File: src/rtl/mul_pkg.sv
// Shared constants and state type for the sequential shift-add multiplier.
package mul_pkg;

  localparam int unsigned MUL_WIDTH = 32;
  localparam int unsigned MUL_CNT_W = $clog2(MUL_WIDTH + 1);

  typedef enum logic [1:0] {
    IDLE,
    BUSY,
    DONE
  } mul_state_t;

endpackage

File: src/rtl/mul_step.sv
// One shift-add iteration: conditionally add the multiplicand into the high half,
// then shift {carry, accumulator, multiplier} right by one.
module mul_step
  import mul_pkg::*;
#(
  parameter int unsigned W = MUL_WIDTH
) (
  input  logic [W-1:0]   acc_i,
  input  logic [W-1:0]   mplr_i,
  input  logic [W-1:0]   mcand_i,
  output logic [2*W-1:0] next_o
);

  logic [W:0] sum;

  // Carry-out of the W+1-bit add becomes the new MSB after the shift.
  assign sum    = {1'b0, acc_i} + (mplr_i[0] ? {1'b0, mcand_i} : '0);
  assign next_o = {sum, mplr_i[W-1:1]};

endmodule

File: src/rtl/mul_seq.sv
// Sequential WIDTHxWIDTH multiplier, one multiplier bit per cycle; MulAns only ever
// carries completed products. Optional signed mode enabled by defining MUL_SIGNED_EN.
module mul_seq
  import mul_pkg::*;
(
  input  logic                   clk,
  input  logic                   reset,
  input  logic                   Start,
  input  logic [MUL_WIDTH-1:0]   SrcA,
  input  logic [MUL_WIDTH-1:0]   SrcB,
`ifdef MUL_SIGNED_EN
  input  logic                   Signed,
`endif
  output logic                   Busy,
  output logic                   Done,
  output logic [2*MUL_WIDTH-1:0] MulAns
);

  localparam int unsigned WIDTH = MUL_WIDTH;

  mul_state_t           state_q;
  logic                 busy_q;
  logic                 done_q;
  logic [2*WIDTH-1:0]   ans_q;
  logic [2*WIDTH-1:0]   acc_q;
  logic [WIDTH-1:0]     mcand_q;
  logic [MUL_CNT_W-1:0] cnt_q;

  logic [2*WIDTH-1:0]   step_d;
  logic [2*WIDTH-1:0]   prod_c;
  logic [WIDTH-1:0]     mcand_c;
  logic [WIDTH-1:0]     mplr_c;

`ifdef MUL_SIGNED_EN
  logic neg_q;
  logic neg_c;

  // Magnitudes at capture; 0x80..0 maps onto itself, i.e. the unsigned value 2^(W-1).
  assign mcand_c = (Signed && SrcA[WIDTH-1]) ? WIDTH'(-SrcA) : SrcA;
  assign mplr_c  = (Signed && SrcB[WIDTH-1]) ? WIDTH'(-SrcB) : SrcB;
  assign neg_c   = Signed && (SrcA[WIDTH-1] ^ SrcB[WIDTH-1]);
  assign prod_c  = neg_q ? (2*WIDTH)'(-step_d) : step_d;
`else
  assign mcand_c = SrcA;
  assign mplr_c  = SrcB;
  assign prod_c  = step_d;
`endif

  mul_step #(.W(WIDTH)) u_step (
    .acc_i   (acc_q[2*WIDTH-1:WIDTH]),
    .mplr_i  (acc_q[WIDTH-1:0]),
    .mcand_i (mcand_q),
    .next_o  (step_d)
  );

  // Control FSM, iteration datapath and registered outputs.
  always_ff @(posedge clk) begin
    if (reset) begin
      state_q <= IDLE;
      busy_q  <= 1'b0;
      done_q  <= 1'b0;
      ans_q   <= '0;
      acc_q   <= '0;
      mcand_q <= '0;
      cnt_q   <= '0;
`ifdef MUL_SIGNED_EN
      neg_q   <= 1'b0;
`endif
    end else begin
      done_q <= 1'b0;
      case (state_q)
        IDLE, DONE: begin
          if (Start) begin
            state_q <= BUSY;
            busy_q  <= 1'b1;
            acc_q   <= {{WIDTH{1'b0}}, mplr_c};
            mcand_q <= mcand_c;
            cnt_q   <= MUL_CNT_W'(WIDTH);
`ifdef MUL_SIGNED_EN
            neg_q   <= neg_c;
`endif
          end else begin
            state_q <= IDLE;
          end
        end
        BUSY: begin
          acc_q <= step_d;
          cnt_q <= cnt_q - MUL_CNT_W'(1);
          // Final step: publish the product together with the Done pulse.
          if (cnt_q == MUL_CNT_W'(1)) begin
            state_q <= DONE;
            busy_q  <= 1'b0;
            done_q  <= 1'b1;
            ans_q   <= prod_c;
          end
        end
        default: begin
          state_q <= IDLE;
          busy_q  <= 1'b0;
        end
      endcase
    end
  end

  assign Busy   = busy_q;
  assign Done   = done_q;
  assign MulAns = ans_q;

endmodule

File: config.mk
export PLATFORM = sky130hd
export DESIGN_NAME = mul_seq
export DESIGN_NICKNAME = d
export VERILOG_FILES = /design/src/rtl/mul_pkg.sv /design/src/rtl/mul_step.sv /design/src/rtl/mul_seq.sv
export SDC_FILE = /design/constraint.sdc
export NUM_CORES = 1
export LEC_CHECK = 0
export ABC_AREA = 1
export BUFFER_PORTS_ARGS = -buffer_cell sky130_fd_sc_hd__buf_2
export CAP_MARGIN = 20
export CORE_AREA = 5 5 126 157
export DETAILED_ROUTE_END_ITERATION = 10
export DIE_AREA = 0 0 131 162
export PLACE_DENSITY = 0.8
export SYNTH_ARGS = -nofsm -noshare
export SYNTH_HDL_FRONTEND = slang
export SYNTH_SLANG_ARGS = --single-unit
File: constraint.sdc
create_clock -name clk -period 2.2 [get_ports clk]
set_input_delay 0.44 -clock clk [delete_from_list [all_inputs] [get_ports clk]]
set_output_delay 0.44 -clock clk [all_outputs]
set_load 0.01 [all_outputs]
==> out/qor.yml <==
floorplanning:
  start_util_pct: 51.05
  die_area_um2: 21220
  rows: 55
  coreArea_um2: 18030
  die_w_um: 131
  pin_count: 133
  die_h_um: 162
cts:
  htree_levels: 4
  cts_buffer_depth: 2
  holdBufCountCts: 0
  cts.sink_count: 170
  clock_latency_ns: 0.44
  cts_tree: "built"
  clk_pin_slew_worst_paths_ns: 0.06
  cts_buffers: 17
  root_buffer: "clkbuf_16"
synthesis:
  yosysWarnings: 0
  yosysUniqueCellTypes: 44
  synth_edf_count: 0
  ys_seq_elements: 170
  syn_avg_cell_area_um2: 6.651
  yosysMostFrequentCell: "nand2_1"
  synth_flop_cell: "dfxtp_1"
  syn_nets: 1486
  synthCells: 1384
  synthesis.area_um2: 9205
  synth_top_area_cell: "dfxtp_1"
  ys_async_sr_fraction_pct: 0
  synth_common_cells: "438 x nand2_1, 192 x inv_1, 180 x nor2_1, 170 x dfxtp_1, 63 x nand3_1"
  synth_top_area_share_pct: 36.97
  ys_seq_area_share_pct: 36.97
  synthTopCellsByArea: "dfxtp_1 37%, nand2_1 18%, inv_1 7.8%"
setup_path:
  slowest_delay_ns: 0.37
  cp_max_fo: 13
  crit_path_end_kind: "flop"
  path_common_cell: "nand2_1"
  crit_type: "flop to flop"
  required_ns: 2.53
  worst_setup_path_start_kind: "flop"
  arrival_ns: 2.45
  slowest_stage: "dfxtp_4"
  worst-r2r-cell-count: 17
  cp_cell_sequence: "buf_8 > nand2_1 > inv_1 > ha_4 > nand2_1 > inv_2 > nand2_2 > nor3_2 > nand2_2 > nand2_4 > nand2_2 > nand2_1 > nand2_1 > nand2_1 > nand2_1 > nand2_1 > inv_1"
placed_design:
  dp_slack_ns: -0.05033
  routabilityCongestion: 0.9384
  port_buffers: 132
  dpl.hpwl_um: 19040
  dpl_cell_area_um2: 10190
global_routing:
  grt_antenna_before_repair: 1
  grt_overflow: 0
  grt_max_degree: 46
  grt_pass1_wl_um: 42410
  grt_pass1_vias: 8909
  grt.total_usage_pct: 24.87
sta:
  layout_min_cycle_time_ns: 2.119
  setup_viol: 0
  finalCritPeriodShare_pct: 96.31
  slew_headroom_pct: 64.52
  finalClockSkew_ns: 0.009951
  maxSlewViolCount: 0
  hold_viol_final: 0
  finalWorstSetupSlack_ns: 0.08115
  max_freq_ghz: 0.4720
  rsz0062_at_grt: "true"
  fin_tns_setup_ns: 0
  worst_pin_slew_ns: 0.5322
drt:
  wl_um: 26900
  drtPass1Iterations: 5
  via_per_inst: 5.164
  drc: 0
  vias: 9079
  dr.first_iter.drc_count: 610
  wl_per_cell_um: 15.30
  ant_nets: 0
cells_and_area:
  n_antenna_cell: 0
  syn_to_final_growth_pct: 23.05
  nNetsFinal: 1621
  fillers: 1675
  multi_input_area_um2: 5328
  final_area_um2: 11330
  final_layout_size_suffix_gt1_share_pct: 24.38
  seqCellArea_um2: 3407
hold_path:
  worstHoldPathType: "input port to flop"
  hold_path_depth: 3
outcome:
  status: "complete, no violations"
power_and_ir_drop:
  power_density_nw_per_um2: 606.1
  power_uw: 6865
  ir_worst_vdd_mv: 0.5644
  p_leak_uw: 0.005904
flow_run:
  maxCapViolations: 0
-- power by group --
group	switching, uW	internal, uW	total, uW
clock	1270	1460	2730
sequential	99.3	3220	3320
combinational	513	304	818
total	1880	4980	6870
-- flip-flops by register name (all words and copies together) (netlist names) --
| signal | cells |
|---|---|
| acc_q | 64 |
| state_q | 2 |
| Done | 1 |
| mcand_q | 32 |
| cnt_q | 6 |
| MulAns | 64 |
| Busy | 1 |
-- layout make-up --
type | count | share of cell area [%]
Multi-Input combinational cell | 955 | 47.03
Sequential cell | 170 | 30.08
Timing Repair Buffer | 174 | 9.102
Inverter | 201 | 6.705
Clock buffer | 20 | 3.943
Tap cell | 228 | 2.519
Clock inverter | 10 | 0.6186
-- metrics by stage --
step,util (%),instances,hold WS [ns]
floorplan,-,1384,0.4367
global placement,56.52,1727,0.4470
detailed placement,56.52,1727,0.4610
CTS,59.61,1757,0.2404
global route,62.82,1758,0.2634
finish,62.82,1758,0.2526
-- worst paths after layout --
check                                            start                 endpoint  slack, ns
worst max register to register   acc_q[0]$_SDFFE_PP0P_  MulAns[54]$_SDFFE_PP0P_       0.08
worst min register to register  acc_q[23]$_SDFFE_PP0P_  MulAns[22]$_SDFFE_PP0P_       0.47
worst min-delay path                           SrcB[1]    acc_q[1]$_SDFFE_PP0P_       0.25
worst max-delay path             acc_q[0]$_SDFFE_PP0P_  MulAns[54]$_SDFFE_PP0P_       0.08
-- kinds of logic (layout without fill, tap and decap cells) --
logic type	count (synthesis)	count (layout)	synth area share, %
fa+ha+maj	35	35	4.839
xor+xnor	15	15	1.672
buf+inv	259	405	11.62
compound gates	165	165	11.04
simple gates	740	740	33.86
flops	170	170	36.97
-- critical path: cells and delay by family, from the launching register on --
family,cells,cell delay [ns]
buf+inv,4,0.32
flops,1,0.37
fa+ha+maj,1,0.30
simple gates,12,1.05
-- cell usage in the layout, fill, tap and decap left out, types with 3 or more instances in the layout --
master and n:
buf_4 37, nor2_1 168, clkinv_2 4, nand3b_4 4
xor2_1 11, nand2_2 34, nor3_1 3, a221oi_1 6
o21ai_0 54, dfxtp_1 169, ha_2 4, nor2_2 15
buf_12 3, a211oi_1 4, a221oi_2 7, nand2_4 9
nand3_2 14, nand3_1 57, a21o_1 3, a21oi_2 13
ha_4 26, xor2_2 3, nor3_2 4, nand2_1 416
inv_2 12, clkbuf_16 17, inv_1 187, ha_1 4
o21ai_2 10, buf_2 131, nor2_4 7, a31oi_1 19
a21oi_1 45
-- layer usage --
layer	up-vias	global-route usage, %	wire length, um
li1	4548	-	-
met1	4139	29.38	10890
met2	315	43.44	13180
met3	75	5.428	1861
met4	2	9.448	962
met5	-	0	7
-- timing repair --
item | 4_1_cts | 5_1_grt
setup endpoints to repair | 17 | 42
setup buffers | 0 | 1
cloned | 0 | 0
resized for setup | 7 | 112
pin swaps | 0 | 14
Power figures use the tool's default switching activity.
